[src/rtl/hazard_forward_ctrl.sv]
// rtl/hazard_forward_ctrl.sv - EX-stage forwarding select, load-use stall and memory freeze control
//
// Tracks destination-register state for ID/EX, EX/MEM and MEM/WB in shadow
// flops, decodes the two operand-forwarding mux selects from them, inserts a
// one-cycle bubble on load-use, and holds the whole pipeline while the data
// memory is busy.
//
// Optional feature macro: HAZARD_PERF_EN (adds stall_cycles / freeze_cycles).
//
// Ports:
//   clk, reset                    clock, synchronous active-high reset
//   id_rs, id_rt                  source specifiers of the ID instruction
//   id_uses_rs, id_uses_rt        ID instruction really reads rs / rt
//   id_dest, id_reg_write         ID destination and register-write flag
//   id_mem_read                   ID instruction is a load
//   id_flush                      squash the ID instruction (taken branch/jump)
//   mem_busy                      data memory stall request
//   fwd_a_sel, fwd_b_sel          00 regfile, 01 MEM/WB, 10 EX/MEM
//   pc_write_en, ifid_write_en    PC / IF-ID update enables
//   idex_bubble                   zero the ID/EX control fields
//   pipe_freeze                   hold every pipeline register
//   stall_cycles, freeze_cycles   saturating perf counters (HAZARD_PERF_EN)
module hazard_forward_ctrl #(
  parameter int REG_W  = 5,
  parameter int PERF_W = 32
) (
  input  logic              clk,
  input  logic              reset,
  input  logic [REG_W-1:0]  id_rs,
  input  logic [REG_W-1:0]  id_rt,
  input  logic              id_uses_rs,
  input  logic              id_uses_rt,
  input  logic [REG_W-1:0]  id_dest,
  input  logic              id_reg_write,
  input  logic              id_mem_read,
  input  logic              id_flush,
  input  logic              mem_busy,
  output logic [1:0]        fwd_a_sel,
  output logic [1:0]        fwd_b_sel,
  output logic              pc_write_en,
  output logic              ifid_write_en,
  output logic              idex_bubble,
`ifdef HAZARD_PERF_EN
  output logic [PERF_W-1:0] stall_cycles,
  output logic [PERF_W-1:0] freeze_cycles,
`endif
  output logic              pipe_freeze
);

  typedef enum logic [1:0] {ST_RUN, ST_STALL, ST_FREEZE} state_t;

  state_t state_q, state_d;

  logic [REG_W-1:0] ex_rs_q, ex_rs_d, ex_rt_q, ex_rt_d, ex_dest_q, ex_dest_d;
  logic             ex_reg_write_q, ex_reg_write_d, ex_mem_read_q, ex_mem_read_d;
  logic [REG_W-1:0] mem_dest_q, mem_dest_d, wb_dest_q, wb_dest_d;
  logic             mem_reg_write_q, mem_reg_write_d, wb_reg_write_q, wb_reg_write_d;

  logic load_use;

  // The bubble written on entering STALL clears ex_mem_read, so load-use is
  // only meaningful outside STALL; masking it here makes that explicit.
  always_comb begin
    load_use = ex_mem_read_q && (ex_dest_q != '0) && (state_q != ST_STALL) &&
               ((id_uses_rs && (id_rs == ex_dest_q)) ||
                (id_uses_rt && (id_rt == ex_dest_q)));
  end

  // State register
  always_ff @(posedge clk) begin
    if (reset) state_q <= ST_RUN;
    else       state_q <= state_d;
  end

  // Next-state logic: mem_busy beats id_flush, which beats load-use
  always_comb begin
    state_d = ST_RUN;
    if (mem_busy)                   state_d = ST_FREEZE;
    else if (id_flush)              state_d = ST_RUN;
    else if (load_use)              state_d = ST_STALL;
  end

  // Output logic: Mealy on the same priority so the bubble lands on the edge
  // that would otherwise move the dependent instruction into EX.
  always_comb begin
    pipe_freeze   = 1'b0;
    pc_write_en   = 1'b1;
    ifid_write_en = 1'b1;
    idex_bubble   = 1'b0;
    if (mem_busy) begin
      pipe_freeze   = 1'b1;
      pc_write_en   = 1'b0;
      ifid_write_en = 1'b0;
    end else if (id_flush) begin
      idex_bubble   = 1'b1;
    end else if (load_use) begin
      pc_write_en   = 1'b0;
      ifid_write_en = 1'b0;
      idex_bubble   = 1'b1;
    end
  end

  // Shadow pipeline advance
  always_comb begin
    ex_rs_d         = ex_rs_q;
    ex_rt_d         = ex_rt_q;
    ex_dest_d       = ex_dest_q;
    ex_reg_write_d  = ex_reg_write_q;
    ex_mem_read_d   = ex_mem_read_q;
    mem_dest_d      = mem_dest_q;
    mem_reg_write_d = mem_reg_write_q;
    wb_dest_d       = wb_dest_q;
    wb_reg_write_d  = wb_reg_write_q;
    if (!pipe_freeze) begin
      wb_dest_d       = mem_dest_q;
      wb_reg_write_d  = mem_reg_write_q;
      mem_dest_d      = ex_dest_q;
      mem_reg_write_d = ex_reg_write_q;
      if (idex_bubble) begin
        ex_rs_d        = '0;
        ex_rt_d        = '0;
        ex_dest_d      = '0;
        ex_reg_write_d = 1'b0;
        ex_mem_read_d  = 1'b0;
      end else begin
        ex_rs_d        = id_rs;
        ex_rt_d        = id_rt;
        ex_dest_d      = id_dest;
        ex_reg_write_d = id_reg_write;
        ex_mem_read_d  = id_mem_read;
      end
    end
  end

  always_ff @(posedge clk) begin
    if (reset) begin
      ex_rs_q         <= '0;
      ex_rt_q         <= '0;
      ex_dest_q       <= '0;
      ex_reg_write_q  <= 1'b0;
      ex_mem_read_q   <= 1'b0;
      mem_dest_q      <= '0;
      mem_reg_write_q <= 1'b0;
      wb_dest_q       <= '0;
      wb_reg_write_q  <= 1'b0;
    end else begin
      ex_rs_q         <= ex_rs_d;
      ex_rt_q         <= ex_rt_d;
      ex_dest_q       <= ex_dest_d;
      ex_reg_write_q  <= ex_reg_write_d;
      ex_mem_read_q   <= ex_mem_read_d;
      mem_dest_q      <= mem_dest_d;
      mem_reg_write_q <= mem_reg_write_d;
      wb_dest_q       <= wb_dest_d;
      wb_reg_write_q  <= wb_reg_write_d;
    end
  end

  // Forward selects come from shadow state only; EX/MEM wins over MEM/WB
  always_comb begin
    fwd_a_sel = 2'b00;
    fwd_b_sel = 2'b00;
    if (mem_reg_write_q && (mem_dest_q != '0) && (mem_dest_q == ex_rs_q))
      fwd_a_sel = 2'b10;
    else if (wb_reg_write_q && (wb_dest_q != '0) && (wb_dest_q == ex_rs_q))
      fwd_a_sel = 2'b01;
    if (mem_reg_write_q && (mem_dest_q != '0) && (mem_dest_q == ex_rt_q))
      fwd_b_sel = 2'b10;
    else if (wb_reg_write_q && (wb_dest_q != '0) && (wb_dest_q == ex_rt_q))
      fwd_b_sel = 2'b01;
  end

`ifdef HAZARD_PERF_EN
  logic [PERF_W-1:0] stall_cycles_q, stall_cycles_d;
  logic [PERF_W-1:0] freeze_cycles_q, freeze_cycles_d;

  always_comb begin
    stall_cycles_d  = stall_cycles_q;
    freeze_cycles_d = freeze_cycles_q;
    if ((state_q == ST_STALL) && (stall_cycles_q != '1))
      stall_cycles_d = stall_cycles_q + 1'b1;
    if (pipe_freeze && (freeze_cycles_q != '1))
      freeze_cycles_d = freeze_cycles_q + 1'b1;
  end

  always_ff @(posedge clk) begin
    if (reset) begin
      stall_cycles_q  <= '0;
      freeze_cycles_q <= '0;
    end else begin
      stall_cycles_q  <= stall_cycles_d;
      freeze_cycles_q <= freeze_cycles_d;
    end
  end

  assign stall_cycles  = stall_cycles_q;
  assign freeze_cycles = freeze_cycles_q;
`endif

endmodule

[config.mk]
export PLATFORM = sky130hd
export DESIGN_NAME = hazard_forward_ctrl
export DESIGN_NICKNAME = d
export VERILOG_FILES = /design/src/rtl/hazard_forward_ctrl.sv
export SDC_FILE = /design/constraint.sdc
export NUM_CORES = 1
export LEC_CHECK = 0
export BUFFER_PORTS_ARGS = -buffer_cell sky130_fd_sc_hd__buf_2
export CAP_MARGIN = 15
export CORE_ASPECT_RATIO = 0.5
export CORE_UTILIZATION = 24
export DETAILED_ROUTE_END_ITERATION = 8
export PLACE_DENSITY = 0.52
export SYNTH_ARGS = -nofsm -noshare
export SYNTH_HDL_FRONTEND = slang
export SYNTH_SLANG_ARGS = --single-unit
[constraint.sdc]
create_clock -name clk -period 2.9 [get_ports clk]
set_clock_uncertainty 0.15 [all_clocks]
set_input_delay 0.29 -clock clk [delete_from_list [all_inputs] [get_ports clk]]
set_output_delay 0.29 -clock clk [all_outputs]
set_load 0.02 [all_outputs]
# Word-level counts from Yosys, hierarchy flattened
# Cells that the tools add are included.
# Widths: inputs -> output; s select.
# totals
ff_bits	31
input_bits	23
out_inout_bits	8
word_cells	53
# classes
eq_ne	7
n_mux	19
n_reduce_logical	16
# ops
cell	count
$eq 5x5->1	6
$mux 5	3
$reduce_bool 5->1	3
$mux 1	13
$logic_and 1x1->1	11
$mux 2	3
$reduce_or 3->1	1
$ne 2x1->1 const B	1
$logic_or 1x1->1	1

# Depth between registers and ports, before layout
# Gate-level depths: netlist of run 1.
# logic_depth
word_depth	8
depth_mapped	6
depth_no_buf	4

# Least setup slack after synthesis of run 1
# OpenSTA, ideal clock, no wires.
# synth_path
path_type	register to output
from	reg ex_dest_q[1]
to	out pc_write_en
arrival_time_ns	1.742
required_time_ns	2.460
setup_slack_ns	0.718
stages_incl_launch_ff	7
path_buffers	2
cell_sequence	dfxtp_1 > or4_1 > o221ai_2 > buf_6 > nor2_2 > a21oi_2 > buf_4
# synth_via
elab_chain_len	7
elab_cells_between_ends	12
classes_between	eq/ne (2); mux (3); reduce/logical (7)
# synth_rtl
element	line	source
from (decl)	54	logic [REG_W-1:0] ex_rs_q, ex_rs_d, ex_rt_q, ex_rt_d, ex_dest_q, ex_dest_d;
from (signal assigned)	149	ex_dest_q <= ex_dest_d;
$eq 5x5->1 (tied with other cells)	65	((id_uses_rs && (id_rs == ex_dest_q)) ||
$logic_and 1x1->1, on equally long branches	65, 64, 66	
$logic_or 1x1->1 / $logic_and 1x1->1 (equally long branches)	65, 64	
$logic_and 1x1->1 (*)	64	load_use = ex_mem_read_q && (ex_dest_q != '0) && (state_q != ST_STALL) &&
$mux 1 (*) (3 in series)	n/a	
to (decl)	40	output logic pc_write_en,
# Mark *: on every way between the ends. The rest lies on a longest branch, timed or not.

# Final worst setup path of run 1
# layout_path
from	reg mem_dest_q[0]
to	out fwd_b_sel[0]
# layout_via
elab_chain_len	4
elab_cells_between_ends	5
classes_between	eq/ne (1); mux (1); reduce/logical (3)
# layout_rtl
element	line	source
from (decl)	56	logic [REG_W-1:0] mem_dest_q, mem_dest_d, wb_dest_q, wb_dest_d;
from (signal assigned)	152	mem_dest_q <= mem_dest_d;
$reduce_bool 5->1	167	if (mem_reg_write_q && (mem_dest_q != '0) && (mem_dest_q == ex_rt_q))
$logic_and 1x1->1	167	
$logic_and 1x1->1 (*)	167	
$mux 2 (*)	167	
to (decl)	39	output logic [1:0] fwd_b_sel,
# Marked as above.

==> impl_results.md, run 1 <==
* Die Ht at 61.7 µm
* Layout cells sized above 1 at 30.9%
* Core Util, Final at 30.3%
* Area grow syn2layout at 20.2%
* Final Cycle Share at 80.9%
* Antenna-violating nets left at 0
* CTS root buf: clkbuf_16
* GR Util All Layers at 12.2%
* GRT met3 Usage at 4.29%
* H-tree levels at 2
* DR vias at 1400
* Post-Syn Instances at 177
* Via-to-Cell Ratio at 4.73
* WL final at 4190 µm
* CP max-delay cell: or4_1
* Distinct cells, synth at 29
* Clk sinks at 31
* Ports at 31
* Setup TNS at 0 ns
* Final setup viols at 0
* Dpl cells at 290
* Status: finished, final reports clean
* Crit path arrival time at 1.91 ns
* Worst-case clock buffer depth at 2
* Slew @ Worst Pin at 0.480 ns
* Die outline width at 121 µm
* EDFF count, synth at 0
* Post-DP HPWL at 3130 µm
* Final hold vios at 0
* Critical path cell sequence: or4_1 -> o21ai_1 -> nor4_1 -> nor4_2 -> buf_2
* Power per cell area at 540 nW/µm²
* Vias in the first global route at 1304
* Finished Layout Cells at 296
* DRT Pass-1 Iters at 4
* Yosys reg bits at 31
* Fillcell total at 719
* Maximum VDD drop at 0.190 mV
* DIE AREA at 7490 µm²
* Worst path required time at 2.46 ns
* IO Port Bufs at 30
* Ant. Diodes at 0
* Startpoint Class: flip-flop
* Hold-fix buffers at CTS at 0
* Power consumption at 1.11 mW
* Kind of critical path: reg -> out
* Critical path fanouts, max at 5
* Top_reg_cell synth: dfxtp_1
* Clk slew on worst S/H paths at 0.05 ns
* FFs w/ async S/R, synth at 0%
* Clock latency on the worst-skew pair at 0.27 ns
* Std cell rows at 21
* Syn Nets at 200
* Post-cts resize count at 0
* CTS tree: built
* RSZ-0062 raised after global routing: false
* Drc violations at 0
* Core Area at 6780 µm²
* Max Clk Rate at 426 MHz
* First-pass GRT wire length at 6670 µm
* MaxCap Viol Count at 0
* 1st-iter DRT viols at 54
* Clock period minus worst slack at 2.35 ns
* GPL Wtd Cong at 0.811
* Met1 usage at 15.0%
* Inserted Clock Buffers at 5
* Syn_area_per_cell at 9.66 µm²
* Post-synth design cell area at 1710 µm²
* Nets at 228
* GRT Max-Usage Layer: met2
* Warnings from Yosys at 0
* Slew Limit Fails at 0
* Largest net degree at the start of global routing at 36
* Antenna violations before repair at 0
* Crit path capture type: primary output
* M2 GR Usage at 19.6%
* Sequential element share of the synthesized area at 36.3%
* Initial Util at 25.2%
* Slowest stage delay, CP at 0.53 ns
* Rel. slew slack at 68.0%
* GRT overflow at 0
* Leak at 0.833 nW
* Wire per inst at 14.2 µm
* Worst hold path class: in -> reg
* Post-CTS setup buffers at 0
==> per-layer routing <==
layer	part of all wire (%)	routed length (µm)	vias up
met5	0	0	-
met2	45	1900	28
met4	1.6	65	0
li1	-	-	709
met1	48	2030	659
met3	4.7	196	4
==> final cells by class <==
type	instances	area [µm²]	area share, %
multi-input combinational	132	1010	49.0
sequential	31	621	30.2
timing repair buffer	34	180	8.76
clock buffer	6	129	6.27
tap	92	115	5.60
inverter	1	3.75	0.183
==> report_power, final <==
| group | switching [mW] | leakage, nW | total (mW) | internal, mW |
|---|---|---|---|---|
| Clock | 0.163 | 0.0628 | 0.469 | 0.307 |
| Combinational | 0.0834 | 0.517 | 0.156 | 0.0723 |
| Sequential | 0.0343 | 0.254 | 0.485 | 0.451 |
==> synth_stat cells, drive strengths merged (3+ instances only) <==
cell type / instances / share of area, %
o21ai: 19 / 9.3
nor2: 13 / 3.0
buf: 10 / 4.3
xnor2: 16 / 8.2
mux2i: 12 / 7.0
clkbuf: 3 / 0.66
or4: 5 / 2.2
nor4: 4 / 2.2
nand2: 19 / 4.2
dfxtp: 31 / 36
a32oi: 17 / 8.7
xor2: 14 / 7.2
==> worst paths after layout <==
path / from / endpoint / slack, ns / cells past startpoint
setup / recovery: mem_dest_q[0] / fwd_b_sel[0] / 0.55 / 5
hold / removal: id_dest[2] / ex_dest_q[2] / 0.12 / 3
setup reg to reg: ex_dest_q[0] / ex_rs_q[4] / 0.99 / 5
hold reg to reg: ex_reg_write_q / ex_reg_write_q / 0.33 / 2
==> cell families (layout without fill, tap and decap cells) <==
logic type                Yosys count  after routing  synth area share (%)
and+or+nand+nor                    49             49                  14.6
AOI/OAI and AO/OA                  41             41                  21.5
DFF                                31             31                  36.3
xor gates and xnor gates           30             30                  15.4
buffers and inverters              14             41                  5.19
muxes                              12             12                  7.02
==> stage by stage <==
stage	cell area, µm²	hold WS, ns	setup slack, ns
global placement	1930	0.310	0.793
finish	2060	0.124	0.554
detailed placement	1930	0.316	0.817
CTS	2060	0.117	0.516
global route	2060	0.118	0.437
floorplan	1710	0.212	0.718
==> worst max-delay path, delay by kind of cell (launching register included) <==
family          cells  cell delay [ns]
simple gates        3             0.90
flops               1             0.35
buf+inv             1             0.21
compound gates      1             0.18
==> sequential cells by signal (all words and copies together), names as in the netlist, 2 cells and up <==
| name | cells |
|---|---|
| wb_dest_q | 5 |
| ex_dest_q | 5 |
| mem_dest_q | 5 |
| ex_rt_q | 5 |
| state_q | 2 |
| ex_rs_q | 5 |
==> cells in the final DEF (no fill, tap or decap), drive strengths merged, types with 2 or more instances in the layout <==
cell type and n:
nand4 2, xor2 14, o21ai 19, nor4 4
a32oi 17, mux2i 12, dfxtp 31, nand2 19
xnor2 16, clkbuf 6, nor2 13, or4 5
buf 34, nand3 2
No activity file was read; power rests on OpenSTA's default activity.
==> run 2, diff against run 1 <==
==> constraint.sdc (replaced) <==
create_clock -name clk -period 2.2 [get_ports clk]
set_clock_uncertainty 0.15 [all_clocks]
set_input_delay 0.22 -clock clk [delete_from_list [all_inputs] [get_ports clk]]
set_output_delay 0.22 -clock clk [all_outputs]
set_load 0.02 [all_outputs]
==> run 2 against run 1 <==
Compared with the run above: power rose by 41%; critical path depth did not move; non-clock buffer count rose by 4; cell count rose by 2.0%; sequential cell count did not move; via count rose by 1.8%; first-iteration DRC count rose by 22%; setup slack got worse by 0.48 ns; global-route usage rose by 0.14 points; highest routed layer unchanged.
==> impl_results.md, run 2 (same netlist as run 1, synthesis figures left out) <==
* Status: finished, final reports clean
* Area grow syn2layout at 27.4%
* MaxCap Viol Count at 0
* Finished Layout Cells at 302
* Antenna violations before repair at 0
* Post-DP HPWL at 3230 µm
* 1st-iter DRT viols at 66
* Worst hold path class: in -> reg
* Clock latency on the worst-skew pair at 0.27 ns
* CP max-delay cell: or4_4
* Power per cell area at 720 nW/µm²
* Drc violations at 0
* Clock period minus worst slack at 2.13 ns
* CTS tree: built
* Final hold vios at 0
* Slowest stage delay, CP at 0.55 ns
* Ant. Diodes at 0
* DRT Pass-1 Iters at 4
* Final setup viols at 0
* Leak at 0.878 nW
* GRT overflow at 0
* Worst-case clock buffer depth at 2
* Critical path cell sequence: or4_4 -> o221ai_4 -> nor2_2 -> a21oi_2 -> buf_6
* Vias in the first global route at 1394
* Power consumption at 1.57 mW
* Die outline width at 121 µm
* Crit path capture type: primary output
* Final Cycle Share at 96.6%
* Crit path max-delay family: simple AND/OR/NAND/NOR gates
* Critical path fanouts, max at 5
* Nets at 232
* WP buf/inv at 1
* Clk slew on worst S/H paths at 0.05 ns
* Largest net degree at the start of global routing at 36
* RSZ-0062 raised after global routing: true
* Wire per inst at 14.5 µm
* PnR worst setup slack at 0.0746 ns
* Rel. slew slack at 67.1%
* Commonest non-fill, non-tap cell in the layout: buf_2
* Worst path required time at 1.83 ns
* WL final at 4390 µm
* Clk sinks at 31
* GPL Wtd Cong at 0.787
* Kind of critical path: reg -> out
* Via-to-Cell Ratio at 4.72
* Commonest non-fill, non-tap cells in the layout: buf_2 (26), nand2_1 (19), o21ai_2 (18), dfxtp_1 (18), a32oi_1 (17)
* Antenna-violating nets left at 0
* Maximum VDD drop at 0.309 mV
* Slew Limit Fails at 0
* Dpl cells at 291
* Startpoint Class: flip-flop
* Setup TNS at 0 ns
* Register Area at 649 µm²
* Pre-CTS setup slack at 0.203 ns
* Multi-input gate area at 1030 µm²
* DIE AREA at 7490 µm²
* Post-route cell area at 2180 µm²
* Ports at 31
* Crit path arrival time at 1.76 ns
* Layout cells sized above 1 at 40.0%
* IO Port Bufs at 30
* H-tree levels at 2
* Initial Util at 25.2%
* CTS root buf: clkbuf_16
* First-pass GRT wire length at 6950 µm
* Core Area at 6780 µm²
* Fillcell total at 711
* Slew @ Worst Pin at 0.494 ns
* DR vias at 1425
* Inserted Clock Buffers at 5
* Placed cell areas at 1930 µm²
* Std cell rows at 21
* GR Util All Layers at 12.4%
* Max Clk Rate at 470 MHz
* Die Ht at 61.7 µm
## run 2: changes by cell type in the layout (fill, tap and decap cells not counted), moves of 4 or more
cell,change
buf_4,+6
dfxtp_1,-13
dfxtp_4,+5
buf_2,-4
dfxtp_2,+8
## run 2: final cells by class
type	count	area share (%)
Timing Repair Buffer	38	10.5
Inverter	1	0.172
Multi-Input combinational cell	132	47.1
Tap cell	92	5.28
Clock buffer	8	7.18
Sequential cell	31	29.8
## run 2: stage by stage
step	hold WS [ns]	utilization, %
floorplan	0.142	-
global placement	0.312	28.5
detailed placement	0.317	28.5
CTS	0.0518	31.3
global route	0.0617	32.1
finish	0.0538	32.1
## run 2: path summary, 6_finish.rpt
kind,from,end,slack [ns],cells after the start
setup reg to reg,ex_dest_q[1],ex_dest_q[1],0.36,5
hold reg to reg,ex_reg_write_q,ex_reg_write_q,0.33,2
setup / recovery,ex_dest_q[1],ifid_write_en,0.07,5
hold / removal,id_dest[4],ex_dest_q[4],0.05,3
## run 2: where the power goes
part | leakage (nW) | switching, mW | internal (mW) | total [mW]
clock | 0.0772 | 0.226 | 0.481 | 0.707
combinational | 0.540 | 0.115 | 0.107 | 0.222
sequential | 0.261 | 0.0474 | 0.592 | 0.639
total | 0.878 | 0.389 | 1.18 | 1.57
## run 2: timing repair
action | 4_1_cts | 5_1_grt
setup buffers | 0 | 3
gates resized for setup | 16 | 11
pin swaps | 3 | 8
endpoints found under the setup margin | 5 | 5
hold buffers | 0 | 0
## run 2: metal layers
metal	global-route usage, %	share of wire, %	vias to the layer above
li1	-	-	709
met4	4.06	1.1	0
met3	3.47	3.3	4
met2	21.4	48	24
met1	15.3	48	688
met5	0	0	-
## run 2: worst reg2reg max path, stage by stage, from the launching register on
cell	delay (ns)
dfxtp_2	0.34
or4_4	0.55
o221ai_4	0.22
buf_4	0.28
a32oi_1	0.15
o21ai_2	0.08
